==> src/rtl/branch_predict_unit.sv <==
// Direct-mapped BTB branch predictor with saturating counters and 1-cycle redirect.
// Define BRANCH_PREDICT_STATS_EN to add stat_resolved / stat_mispredict outputs.
module branch_predict_unit #(
  parameter int ADDR_WIDTH = 32,
  parameter logic [ADDR_WIDTH-1:0] PC_ADDR = 32'h8000_0000,
  parameter int BTB_DEPTH = 16,
  parameter int CNT_WIDTH = 2
) (
  input  logic                  clk,
  input  logic                  reset,
  input  logic [ADDR_WIDTH-1:0] fetch_pc,
  output logic                  pred_taken,
  output logic [ADDR_WIDTH-1:0] pred_target,
  input  logic                  resolve_valid,
  input  logic [ADDR_WIDTH-1:0] resolve_pc,
  input  logic                  resolve_taken,
  input  logic [ADDR_WIDTH-1:0] resolve_target,
  input  logic                  resolve_pred_taken,
  input  logic [ADDR_WIDTH-1:0] resolve_pred_target,
  input  logic                  stall,
  output logic                  flush,
  output logic                  redirect_valid,
  output logic [ADDR_WIDTH-1:0] redirect_pc
`ifdef BRANCH_PREDICT_STATS_EN
  ,
  output logic [31:0]           stat_resolved,
  output logic [31:0]           stat_mispredict
`endif
);

  localparam int IDX_W = $clog2(BTB_DEPTH);
  localparam int TAG_W = ADDR_WIDTH - IDX_W - 2;
  localparam logic [CNT_WIDTH-1:0] CNT_MAX = '1;
  localparam logic [CNT_WIDTH-1:0] CNT_WNT = CNT_WIDTH'(1);
  localparam logic [CNT_WIDTH-1:0] CNT_WT = CNT_WIDTH'(1) << (CNT_WIDTH - 1);

  logic [BTB_DEPTH-1:0] vld_q;
  logic [TAG_W-1:0]      tag_q [BTB_DEPTH];
  logic [ADDR_WIDTH-1:0] tgt_q [BTB_DEPTH];
  logic [CNT_WIDTH-1:0]  cnt_q [BTB_DEPTH];

  logic [IDX_W-1:0] fidx;
  logic [TAG_W-1:0] ftag;
  logic             fhit;
  logic [IDX_W-1:0] ridx;
  logic [TAG_W-1:0] rtag;
  logic             rhit;
  logic             accept;
  logic             mispredict;
  logic [CNT_WIDTH-1:0] rcnt;

  assign fidx = fetch_pc[IDX_W+1:2];
  assign ftag = fetch_pc[ADDR_WIDTH-1:IDX_W+2];
  assign fhit = vld_q[fidx] && (tag_q[fidx] == ftag);

  always_comb begin
    pred_taken  = fhit && cnt_q[fidx][CNT_WIDTH-1];
    pred_target = fetch_pc + ADDR_WIDTH'(4);
    if (pred_taken) pred_target = tgt_q[fidx];
  end

  assign ridx   = resolve_pc[IDX_W+1:2];
  assign rtag   = resolve_pc[ADDR_WIDTH-1:IDX_W+2];
  assign rhit   = vld_q[ridx] && (tag_q[ridx] == rtag);
  assign rcnt   = cnt_q[ridx];
  assign accept = resolve_valid && !stall;

  assign mispredict = accept &&
    ((resolve_taken != resolve_pred_taken) ||
     (resolve_taken && (resolve_target != resolve_pred_target)));

  // Stall freezes the pending redirect; a newer mispredict overwrites it.
  always_ff @(posedge clk or posedge reset) begin
    if (reset) begin
      flush          <= 1'b0;
      redirect_valid <= 1'b0;
      redirect_pc    <= PC_ADDR;
    end else if (!stall) begin
      flush          <= mispredict;
      redirect_valid <= mispredict;
      if (mispredict)
        redirect_pc <= resolve_taken ? resolve_target
                                     : resolve_pc + ADDR_WIDTH'(4);
    end
  end

  always_ff @(posedge clk or posedge reset) begin
    if (reset) begin
      vld_q <= '0;
      for (int i = 0; i < BTB_DEPTH; i++) cnt_q[i] <= CNT_WNT;
    end else if (accept) begin
      if (resolve_taken) begin
        vld_q[ridx] <= 1'b1;
        if (!rhit)               cnt_q[ridx] <= CNT_WT;
        else if (rcnt != CNT_MAX) cnt_q[ridx] <= rcnt + CNT_WIDTH'(1);
      end else if (rhit && (rcnt != '0)) begin
        cnt_q[ridx] <= rcnt - CNT_WIDTH'(1);
      end
    end
  end

  // Tag and target need no reset: they are qualified by the valid bit.
  always_ff @(posedge clk) begin
    if (accept && resolve_taken) begin
      tag_q[ridx] <= rtag;
      tgt_q[ridx] <= resolve_target;
    end
  end

`ifdef BRANCH_PREDICT_STATS_EN
  always_ff @(posedge clk or posedge reset) begin
    if (reset) begin
      stat_resolved   <= '0;
      stat_mispredict <= '0;
    end else begin
      if (accept)     stat_resolved   <= stat_resolved + 32'd1;
      if (mispredict) stat_mispredict <= stat_mispredict + 32'd1;
    end
  end
`endif

endmodule

==> config.mk <==
export PLATFORM = sky130hd
export DESIGN_NAME = branch_predict_unit
export DESIGN_NICKNAME = d
export VERILOG_FILES = /design/src/rtl/branch_predict_unit.sv
export SDC_FILE = /design/constraint.sdc
export NUM_CORES = 1
export LEC_CHECK = 0
export CORE_MARGIN = 2
export CORE_UTILIZATION = 39
export CTS_BUF_LIST = sky130_fd_sc_hd__clkbuf_8
export DETAILED_ROUTE_END_ITERATION = 7
export PLACE_DENSITY = 0.63
export SKIP_CTS_REPAIR_TIMING = 1
export SLEW_MARGIN = 5
export SYNTH_ARGS = -nofsm -noshare
export SYNTH_HDL_FRONTEND = slang
export SYNTH_SLANG_ARGS = --single-unit
==> constraint.sdc <==
create_clock -name clk -period 5.2 [get_ports clk]
set_input_delay 1.04 -clock clk [delete_from_list [all_inputs] [get_ports clk]]
set_output_delay 1.04 -clock clk [all_outputs]
set_load 0.05 [all_outputs]
# ---- Yosys cells after proc, flatten, opt, wreduce, memory -nomap -nowiden
# Memories as Yosys holds them, arrays and structs flattened.
# Cells that the tools add are included.
dict set report totals {
  wordCells 85
  latch_bits 0
  rom_bits 0
  inputBits 134
  mem_count 2
  ramBits 928
  register_bits 81
}
dict set report op_classes {
  shifts 0
  n_reduce_logical 17
  n_mul 0
  eq_ne 6
  muxes 24
  n_div 0
  bitwise 7
  addsub 4
  order_cmp 6
}
# name words width read_ports rd_clocked_by_memory_dff wr line
set mem_list {}
lappend mem_list {tgt_q 16 32 1 0 1 39} ;# logic [ADDR_WIDTH-1:0] tgt_q [BTB_DEPTH];
lappend mem_list {tag_q 16 26 2 0 1 38} ;# logic [TAG_W-1:0] tag_q [BTB_DEPTH];
# operator n
set ops {}
lappend ops {{two-way mux 32 bit} 6}
lappend ops {{adder 32 x 3 -> 32 bit, second input constant} 2}
lappend ops {{bitwise mux 32 bit} 2}
lappend ops {{== test 26 bit} 2}
lappend ops {{inequality test 32 bit} 1}
lappend ops {{OR 16 bit} 2}
lappend ops {{AND 16 bit} 1}
lappend ops {{binary-select mux 2 bit (select 4 bit)} 2}
lappend ops {{NOT 16 bit} 1}
lappend ops {{greater-or-equal comparator 5 bit, second input constant} 2}
lappend ops {{logical AND 1 bit} 10}
lappend ops {{less-than comparator 4 x 5 -> 1 bit, second input constant} 2}
lappend ops {{two-way mux 2 bit} 5}
lappend ops {{NOT 4 -> 5 bit} 2}
lappend ops {{binary-select mux 1 bit (select 4 bit)} 2}
lappend ops {{demux 2 bit (select 4 bit)} 1}
lappend ops {{less-than comparator 5 x 1 -> 1 bit, second input constant} 1}
lappend ops {{two-way mux 1 bit} 5}
lappend ops {{demux 1 bit (select 4 bit)} 1}
lappend ops {{greater-or-equal comparator 4 x 1 -> 1 bit, second input constant} 1}
lappend ops {{AND reduction 2 bit} 2}
lappend ops {{nonzero test 2 bit} 2}
lappend ops {{inequality test 3 x 2 -> 1 bit, second input constant} 1}
lappend ops {{AND reduction 3 bit} 1}
lappend ops {{other kinds (7)} 7}

# ---- Longest topological paths before layout
# Gate-level depths: netlist (run 1).
dict set report depth {
  word_depth 9
  ltp_mapped 17
  ltp_nobuf 10
}

# ---- Least setup slack after synthesis (run 1)
# OpenSTA, ideal clock, no wires.
dict set report synth_path {
  path_type {input to output}
  startpoint {in fetch_pc[3]}
  endpoint {out pred_taken}
  n_path_buf 4
  setup_slack_ns -1.003
  cell_stages 12
  arrival_time_ns 5.163
  required_ns 4.160
  cell_sequence {buf_2 -> buf_2 -> buf_2 -> clkbuf_1 -> mux4_2 -> mux4_2 -> xnor2_1 -> nand2_1 -> nor3_1 -> nand4_1 -> or4_1 -> nor4_1}
}
dict set report synth_via {
  elab_chain_cells 5
}
# element line
set synth_rtl {}
lappend synth_rtl {{start: declaration} 11} ;# input logic [ADDR_WIDTH-1:0] fetch_pc,
lappend synth_rtl {{parallel branches: the longest is 4 deep, another holds memory read (16 x 26 bit)} n/a}
lappend synth_rtl {{logical AND 1 bit *} 57} ;# pred_taken = fhit && cnt_q[fidx][CNT_WIDTH-1];
lappend synth_rtl {{end: declaration} 12} ;# output logic pred_taken,
# Mark *: on every way between the ends. The select of a mux whose other input is x is not followed.

# ---- Final worst setup path (run 1)
dict set report layout_path {
  startpoint {in fetch_pc[2]}
  endpoint {out pred_target[18]}
}
dict set report layout_via {
  elab_chain_cells 6
}
# element line
set layout_rtl {}
lappend layout_rtl {{parallel branches: the longest is 5 deep, another holds memory read (16 x 26 bit)} n/a}
lappend layout_rtl {{two-way mux 32 bit *} 59} ;# if (pred_taken) pred_target = tgt_q[fidx];
lappend layout_rtl {{end: declaration} 13} ;# output logic [ADDR_WIDTH-1:0] pred_target,
# Marked as above.

==> run metrics, run 1 <==
routed via count 27,417; unrepaired setup endpoints after global routing yes; largest net degree at the start of global routing 78; final setup fails 32; simple logic cell fraction of the synthesized area 0.03863; max_slew headroom 0.2613; failing checks setup timing; Crit. path cell count 13; Worst Setup Start Kind input port; mapped cell area 45,570 um2; Via density 6.031; Period minus WS final 5.269 ns; Tightest Hold Check Type register to register; Compound-Gate Fraction of Synth Area 0.03457; Req. time, crit path 4.16 ns; fmax 0.1898 GHz; Bufs on Longest Clock Path 3; Async SR Flop Fraction 0.08028; critical path type input port to output pin; Crit Path Max Fanout 20; std cell rows 125; Final ANT Viol Nets 0; DRT Pass-1 Iters 5; Primary FF master, synth edfxtp_1; worst hold start vld_q[9]$_DFFE_PP0P_; overall routing resource usage 0.2443; worst clock skew 0.05744 ns; Adder-Cell Fraction of Synth Area 0.001922; pwr/cell area 330.8 nW/um2; post-synth cell types 75; root buf cell clkbuf_8; Max VDD drop 232.4 uV; Clk Latency, worst-skew pair 0.87 ns; CP endpoint kind output pin; IO Count 201; fin nets 3,026; Port Buffer Count 200; Die ar. 119,600 um2; Leak Pwr 18.30 nW; mux contribution to synthesized area 0.2212; status finished with violations; share of post-route cells with drive strength above 1 0.3418; EDFF count, synth 928; TritonCTS clock tree done; placer's final routability congestion estimate 0.9111; initial antenna violation count 14; crit-path most repeated cell buf_12; fin worst setup slack -0.06884 ns; Filler cells 9,765; initial core utilization 0.3927; clk sinks 1,009; max incr delay on CP 0.56 ns; Synth Register Bits 1,009; Design Power 18.02 mW; die height 345.8 um; Reg2Reg Launch Point tag_q[4][21]$_DFFE_PP_; combinational power share 0.122; slowest CP cell mux4_2; Final Routed Wirelength 148.5 mm; number of CTS-inserted buffers 163; number of global-route vias before repair 27,643; Syn. warnings 0; Hold Vio Cnt, Final 0; Fin Setup TNS -0.9487 ns; CP Buf/Inv Count 5; Critical path origin fetch_pc[2]; post-synthesis sequential area ratio 0.6564; Place WS -0.3764 ns; Int Pwr 13.36 mW; sw frac 0.2586; core area 116,000 um2; fin crit share 1.013; Clock Pin Slew Worst Setup and Hold Paths 0.05 ns; hold path cells 1; max-cap viol count 0; main combinational cell family by area after synthesis multiplexers; Routed WL per cell 32.67 um; Flop pwr share 0.508; max-slew violations 0; DRC errors left 0; XOR/XNOR share of the synthesized area 0.02589; Mean Syn Cell Area 18.61 um2; switching power 4.660 mW; cells after synthesis 2,449; Synthesized Nets 2,590; total congestion overflow 0; chip width 345.8 um; DRT iter0 DRCs 3,564; worst path arrival time 4.23 ns; CTS H-tree depth 4; clock power share 0.370; crit-path cells buf_16, buf_12, mux4_2, mux4_2, xor2_1, or3b_4, nor4b_4, nand4_4, buf_12, buf_4, nor2_2, a21oi_2, buf_12; area added between synthesis and finish 19.58%; Slew @ Worst Pin 1.105 ns; first-pass GRT wire length 207.3 mm; cells on worst reg2reg path 10; Final HPWL DP 97.03 mm; final core utilization 0.4696; critical path's top delay family multiplexers
==> power by group through the flow <==
| stage | sequential [mW] | combinational, mW | clock [mW] |
|---|---|---|---|
| finish | 9.16 | 2.20 | 6.66 |
| CTS | 9.16 | 2.17 | 6.76 |
| global placement | 9.32 | 2.14 | 0 |
| global route | 9.17 | 2.29 | 7.12 |
| detailed placement | 9.33 | 2.16 | 0 |
| floorplan | 9.46 | 1.04 | 0 |
==> kinds of logic (layout without fill, tap and decap cells) <==
group / Yosys count / in the layout
DFF: 1009 / 1009
muxes: 552 / 552
and+or+nand+nor: 349 / 349
AOI/OAI and AO/OA: 222 / 222
buffers and inverters: 177 / 747
xor gates and xnor gates: 133 / 133
adders and majority gates: 7 / 7
other: 0 / 3
==> cells in the mapped netlist, types with 7 or more instances <==
cell type  number  area, um2
a221oi_1       14      122.6
mux2_2         83      934.7
a21oi_1        36      180.2
xnor2_1        63      551.8
o21ai_0        48      240.2
mux4_2        355       7995
dfrtp_1        64       1602
a32oi_1        16      140.1
and3_1         17      106.4
buf_2          39      195.2
a21oi_2        20      175.2
o211ai_1        7      52.55
edfxtp_1      928      27870
xor2_1         68      595.6
buf_4          18      135.1
nor2_1         71      266.5
nor3_1         17      85.08
nand2b_1        8      50.05
buf_6          21      236.5
and2_1         23      143.9
nand4_1        18      112.6
buf_1          17      63.81
or2_2          17      106.4
a22oi_1        15      112.6
nand2_1       102      382.9
nor4_1         10      62.56
inv_1          21      78.83
clkbuf_1       57      214.0
nor2b_1        14      87.58
nand3_1        33      165.2
ha_1            7      87.58
mux2i_1       106       1061
o22ai_1        14      87.58
dfstp_2        17      446.7
mux2_1          8      90.09
==> path summary, 6_finish.rpt <==
path                                                     to  slack [ns]
worst max-delay path                        pred_target[18]       -0.07
worst min-delay path                   vld_q[9]$_DFFE_PP0P_        0.50
worst max register to register        cnt_q[19]$_DFFE_PP0P_        1.27
worst min register to register         vld_q[9]$_DFFE_PP0P_        0.50
max in group asynchronous             cnt_q[12]$_DFFE_PP1P_        3.49
min in group asynchronous       redirect_pc[25]$_DFFE_PP0P_        0.63
==> layout by cell type, fill, tap and decap left out, types with 36 or more instances in the layout <==
master	n
edfxtp_1	928
mux4_2	355
buf_4	188
clkbuf_8	168
clkdlybuf4s50_1	158
mux2i_1	106
nand2_1	101
mux2_2	83
inv_1	81
xor2_1	68
dfrtp_1	64
xnor2_1	61
nor2_1	51
buf_12	49
o21ai_0	48
clkinv_1	36
==> state kept, by name, summed over array words and instances, names as in the netlist <==
register        cells
tag_q             416
cnt_q              32
tgt_q             512
redirect_valid      1
vld_q              16
redirect_pc        32
==> metrics by stage <==
stage | area, um2 | cells | hold slack [ns]
2_1_floorplan | 45700 | 2449 | 0.4566
3_3_place_gp | 50910 | 4236 | 0.4787
3_5_place_dp | 50910 | 4236 | 0.4830
4_1_cts | 54050 | 4535 | 0.4957
5_1_grt | 54490 | 4544 | 0.5194
6_report | 54490 | 4546 | 0.5014
==> layer usage <==
layer	track usage	share of wire
met4	0.09037	0.035
met5	0	0.00054
met3	0.05120	0.091
met1	0.3296	0.39
met2	0.3917	0.48
==> final cells by class <==
class / count / area [um2] / area share
inverters: 22 / 83.83 / 0.001538
clock buffers: 168 / 2312 / 0.04243
clock inverters: 131 / 820.8 / 0.01506
well taps: 1524 / 1907 / 0.03499
repair buffers: 426 / 4409 / 0.08091
multi-input cells: 1263 / 15040 / 0.2760
flip-flops and latches: 1009 / 29910 / 0.5490
diodes: 3 / 7.507 / 0.0001378
No activity file was read; power rests on OpenSTA's default activity.
==> inputs of run 2 (changes only) <==
--- a/config.mk
+++ b/config.mk
@@ -11,7 +11,7 @@
 export DETAILED_ROUTE_END_ITERATION = 7
 export PLACE_DENSITY = 0.63
 export SKIP_CTS_REPAIR_TIMING = 1
-export SLEW_MARGIN = 5
+export SLEW_MARGIN = 30
 export SYNTH_ARGS = -nofsm -noshare
 export SYNTH_HDL_FRONTEND = slang
 export SYNTH_SLANG_ARGS = --single-unit
==> run 2 against run 1 <==
Net effect: the flow still finishes with violations (setup timing); sequential share of layout area barely moved; flip-flop and latch count did not move; critical path type unchanged; global-route usage did not move; combinational power barely moved; critical path depth did not move; non-clock buffer count did not move; die area did not move; largest cell class unchanged; critical endpoint unchanged; routed wire length barely moved; power barely moved.
==> run metrics, run 2 (same netlist as run 1, synthesis figures left out) <==
routed via count 27,412 (was 27,417); Clock Pin Slew Worst Setup and Hold Paths 0.05 ns (about the same); initial core utilization 0.3927 (unchanged); Crit Path Max Fanout 20 (unchanged); unrepaired setup endpoints after global routing yes (unchanged); Finished Layout Cells 4,546 (unchanged); top flop regs tgt_q (512), tag_q (416) (unchanged); switching power 4.661 mW (was 4.660 mW); final setup fails 32 (unchanged); overall routing resource usage 0.2443 (unchanged); combinational power share 0.122 (about the same); DRC errors left 0 (unchanged); chip width 345.8 um (unchanged); crit-path cells buf_16, buf_12, mux4_2, mux4_2, xor2_1, or3b_4, nor4b_4, nand4_4, buf_12, buf_4, nor2_2, a21oi_2, buf_12 (unchanged); max-cap viol count 0 (unchanged); TritonCTS clock tree done (unchanged); max-slew violations 0 (unchanged); CTS H-tree depth 4 (unchanged); Tightest Hold Check Type register to register (unchanged); largest reg by FF count tgt_q (unchanged); number of CTS-inserted buffers 163 (unchanged); root buf cell clkbuf_8 (unchanged); Max VDD drop 232.3 uV (was 232.4 uV); Hold Vio Cnt, Final 0 (unchanged); Req. time, crit path 4.16 ns (about the same); Via density 6.030 (was 6.031); DRT Pass-1 Iters 5 (unchanged); largest net degree at the start of global routing 78 (unchanged); Reg area 29,910 um2 (unchanged); worst path arrival time 4.23 ns (about the same); total congestion overflow 0 (unchanged); fmax 0.1898 GHz (about the same); Fin Setup TNS -0.9521 ns (was -0.9487 ns); commonest cells after routing, fill and taps aside edfxtp_1 (928), mux4_2 (355), buf_4 (188), clkbuf_8 (168), clkdlybuf4s50_1 (157) (was edfxtp_1 (928), mux4_2 (355), buf_4 (188), clkbuf_8 (168), clkdlybuf4s50_1 (158)); most common cell after layout, fill and taps aside edfxtp_1 (unchanged); number of flip-flops in the largest register 512 (unchanged); Filler cells 9,766 (was 9,765); final core utilization 0.4695 (was 0.4696); DRT iter0 DRCs 3,564 (unchanged); Die ar. 119,600 um2 (unchanged); CP endpoint kind output pin (unchanged); Routed WL per cell 32.68 um (was 32.67 um); Port Buffer Count 200 (unchanged); max_slew headroom 0.3538 (was 0.2613); Flop pwr share 0.508 (about the same); dpl cells 4,236 (unchanged); max incr delay on CP 0.56 ns (about the same); Final Routed Wirelength 148.5 mm (about the same); Design Power 18.02 mW (about the same); failing checks setup timing (unchanged); first-pass GRT wire length 207.3 mm (unchanged); fin nets 3,026 (unchanged); Final HPWL DP 97.03 mm (unchanged); Leak Pwr 18.30 nW (unchanged); fin worst setup slack -0.06894 ns (was -0.06884 ns); die height 345.8 um (unchanged); Place WS -0.3764 ns (unchanged); Clk Latency, worst-skew pair 0.87 ns (about the same); worst clock skew 0.05770 ns (was 0.05744 ns); core area 116,000 um2 (unchanged); IO Count 201 (unchanged); std cell rows 125 (unchanged); area added between synthesis and finish 19.57% (was 19.58%); initial antenna violation count 14 (unchanged); clk sinks 1,009 (unchanged); placer's final routability congestion estimate 0.9111 (unchanged); Period minus WS final 5.269 ns (about the same); Slew @ Worst Pin 0.9663 ns (was 1.105 ns); share of post-route cells with drive strength above 1 0.3422 (was 0.3418); Worst Setup Start Kind input port (unchanged); Int Pwr 13.36 mW (about the same); slowest CP cell mux4_2 (unchanged); pwr/cell area 330.8 nW/um2 (about the same); number of global-route vias before repair 27,643 (unchanged); sw frac 0.2586 (about the same); fin crit share 1.013 (about the same); multi-input logic area 15,040 um2 (unchanged); crit-path most repeated cell buf_12 (unchanged); critical path type input port to output pin (unchanged); Final ANT Viol Nets 0 (unchanged); clock power share 0.370 (about the same); Bufs on Longest Clock Path 3 (unchanged); status finished with violations (unchanged)
==> run 2: cell count changes in the layout (fill, tap and decap cells not counted) <==
cell and change:
buf_2 +1, clkdlybuf4s50_1 -1
==> run 2: final cells by class <==
cell class	count	area share
diodes	3	0.0001378
well taps	1524	0.03500
inverters	22	0.001538
clock inverters	131	0.01506
repair buffers	426	0.08083
multi-input cells	1263	0.2760
flip-flops and latches	1009	0.5490
clock buffers	168	0.04244
==> run 2: final timing paths <==
kind                                        start  depth (start not counted)                     endpoint  slack (ns)
max                                   fetch_pc[2]                         13              pred_target[18]       -0.07
min                          vld_q[9]$_DFFE_PP0P_                          1         vld_q[9]$_DFFE_PP0P_        0.50
max reg2reg                tag_q[4][21]$_DFFE_PP_                         10        cnt_q[19]$_DFFE_PP0P_        1.26
min reg2reg                  vld_q[9]$_DFFE_PP0P_                          1         vld_q[9]$_DFFE_PP0P_        0.50
max in group asynchronous                   reset                          3        cnt_q[12]$_DFFE_PP1P_        3.49
min in group asynchronous                   reset                          2  redirect_pc[25]$_DFFE_PP0P_        0.63
==> run 2: power by group through the flow <==
stage                     registers (mW)  clock network [mW]  logic (mW)
after floorplan                     9.46                   0        1.04
after global placement              9.32                   0        2.14
after detailed placement            9.33                   0        2.16
after CTS                           9.16                6.76        2.17
after global routing                9.17                7.12        2.29
final                               9.16                6.66        2.20
==> run 2: through the flow <==
| stage | hold WS, ns | area (um2) |
|---|---|---|
| 2_1_floorplan | 0.4566 | 45700 |
| 3_3_place_gp | 0.4787 | 50910 |
| 3_5_place_dp | 0.4830 | 50910 |
| 4_1_cts | 0.4957 | 54050 |
| 5_1_grt | 0.5194 | 54480 |
| 6_report | 0.5014 | 54490 |
==> run 2: per-layer routing <==
metal	part of all wire	GRT usage	vias up	wire, um
li1	-	-	10977	-
met1	0.39	0.3296	14464	58590
met2	0.48	0.3917	1672	71170
met3	0.091	0.05120	287	13450
met4	0.035	0.09037	12	5256
met5	0.00054	0	-	80
==> run 2: critical path: cells and delay by family <==
kind / cells / cell delay [ns]
mux: 2 / 1.07
compound gates: 1 / 0.06
buf+inv: 5 / 0.79
xor+xnor: 1 / 0.18
simple gates: 4 / 1.05
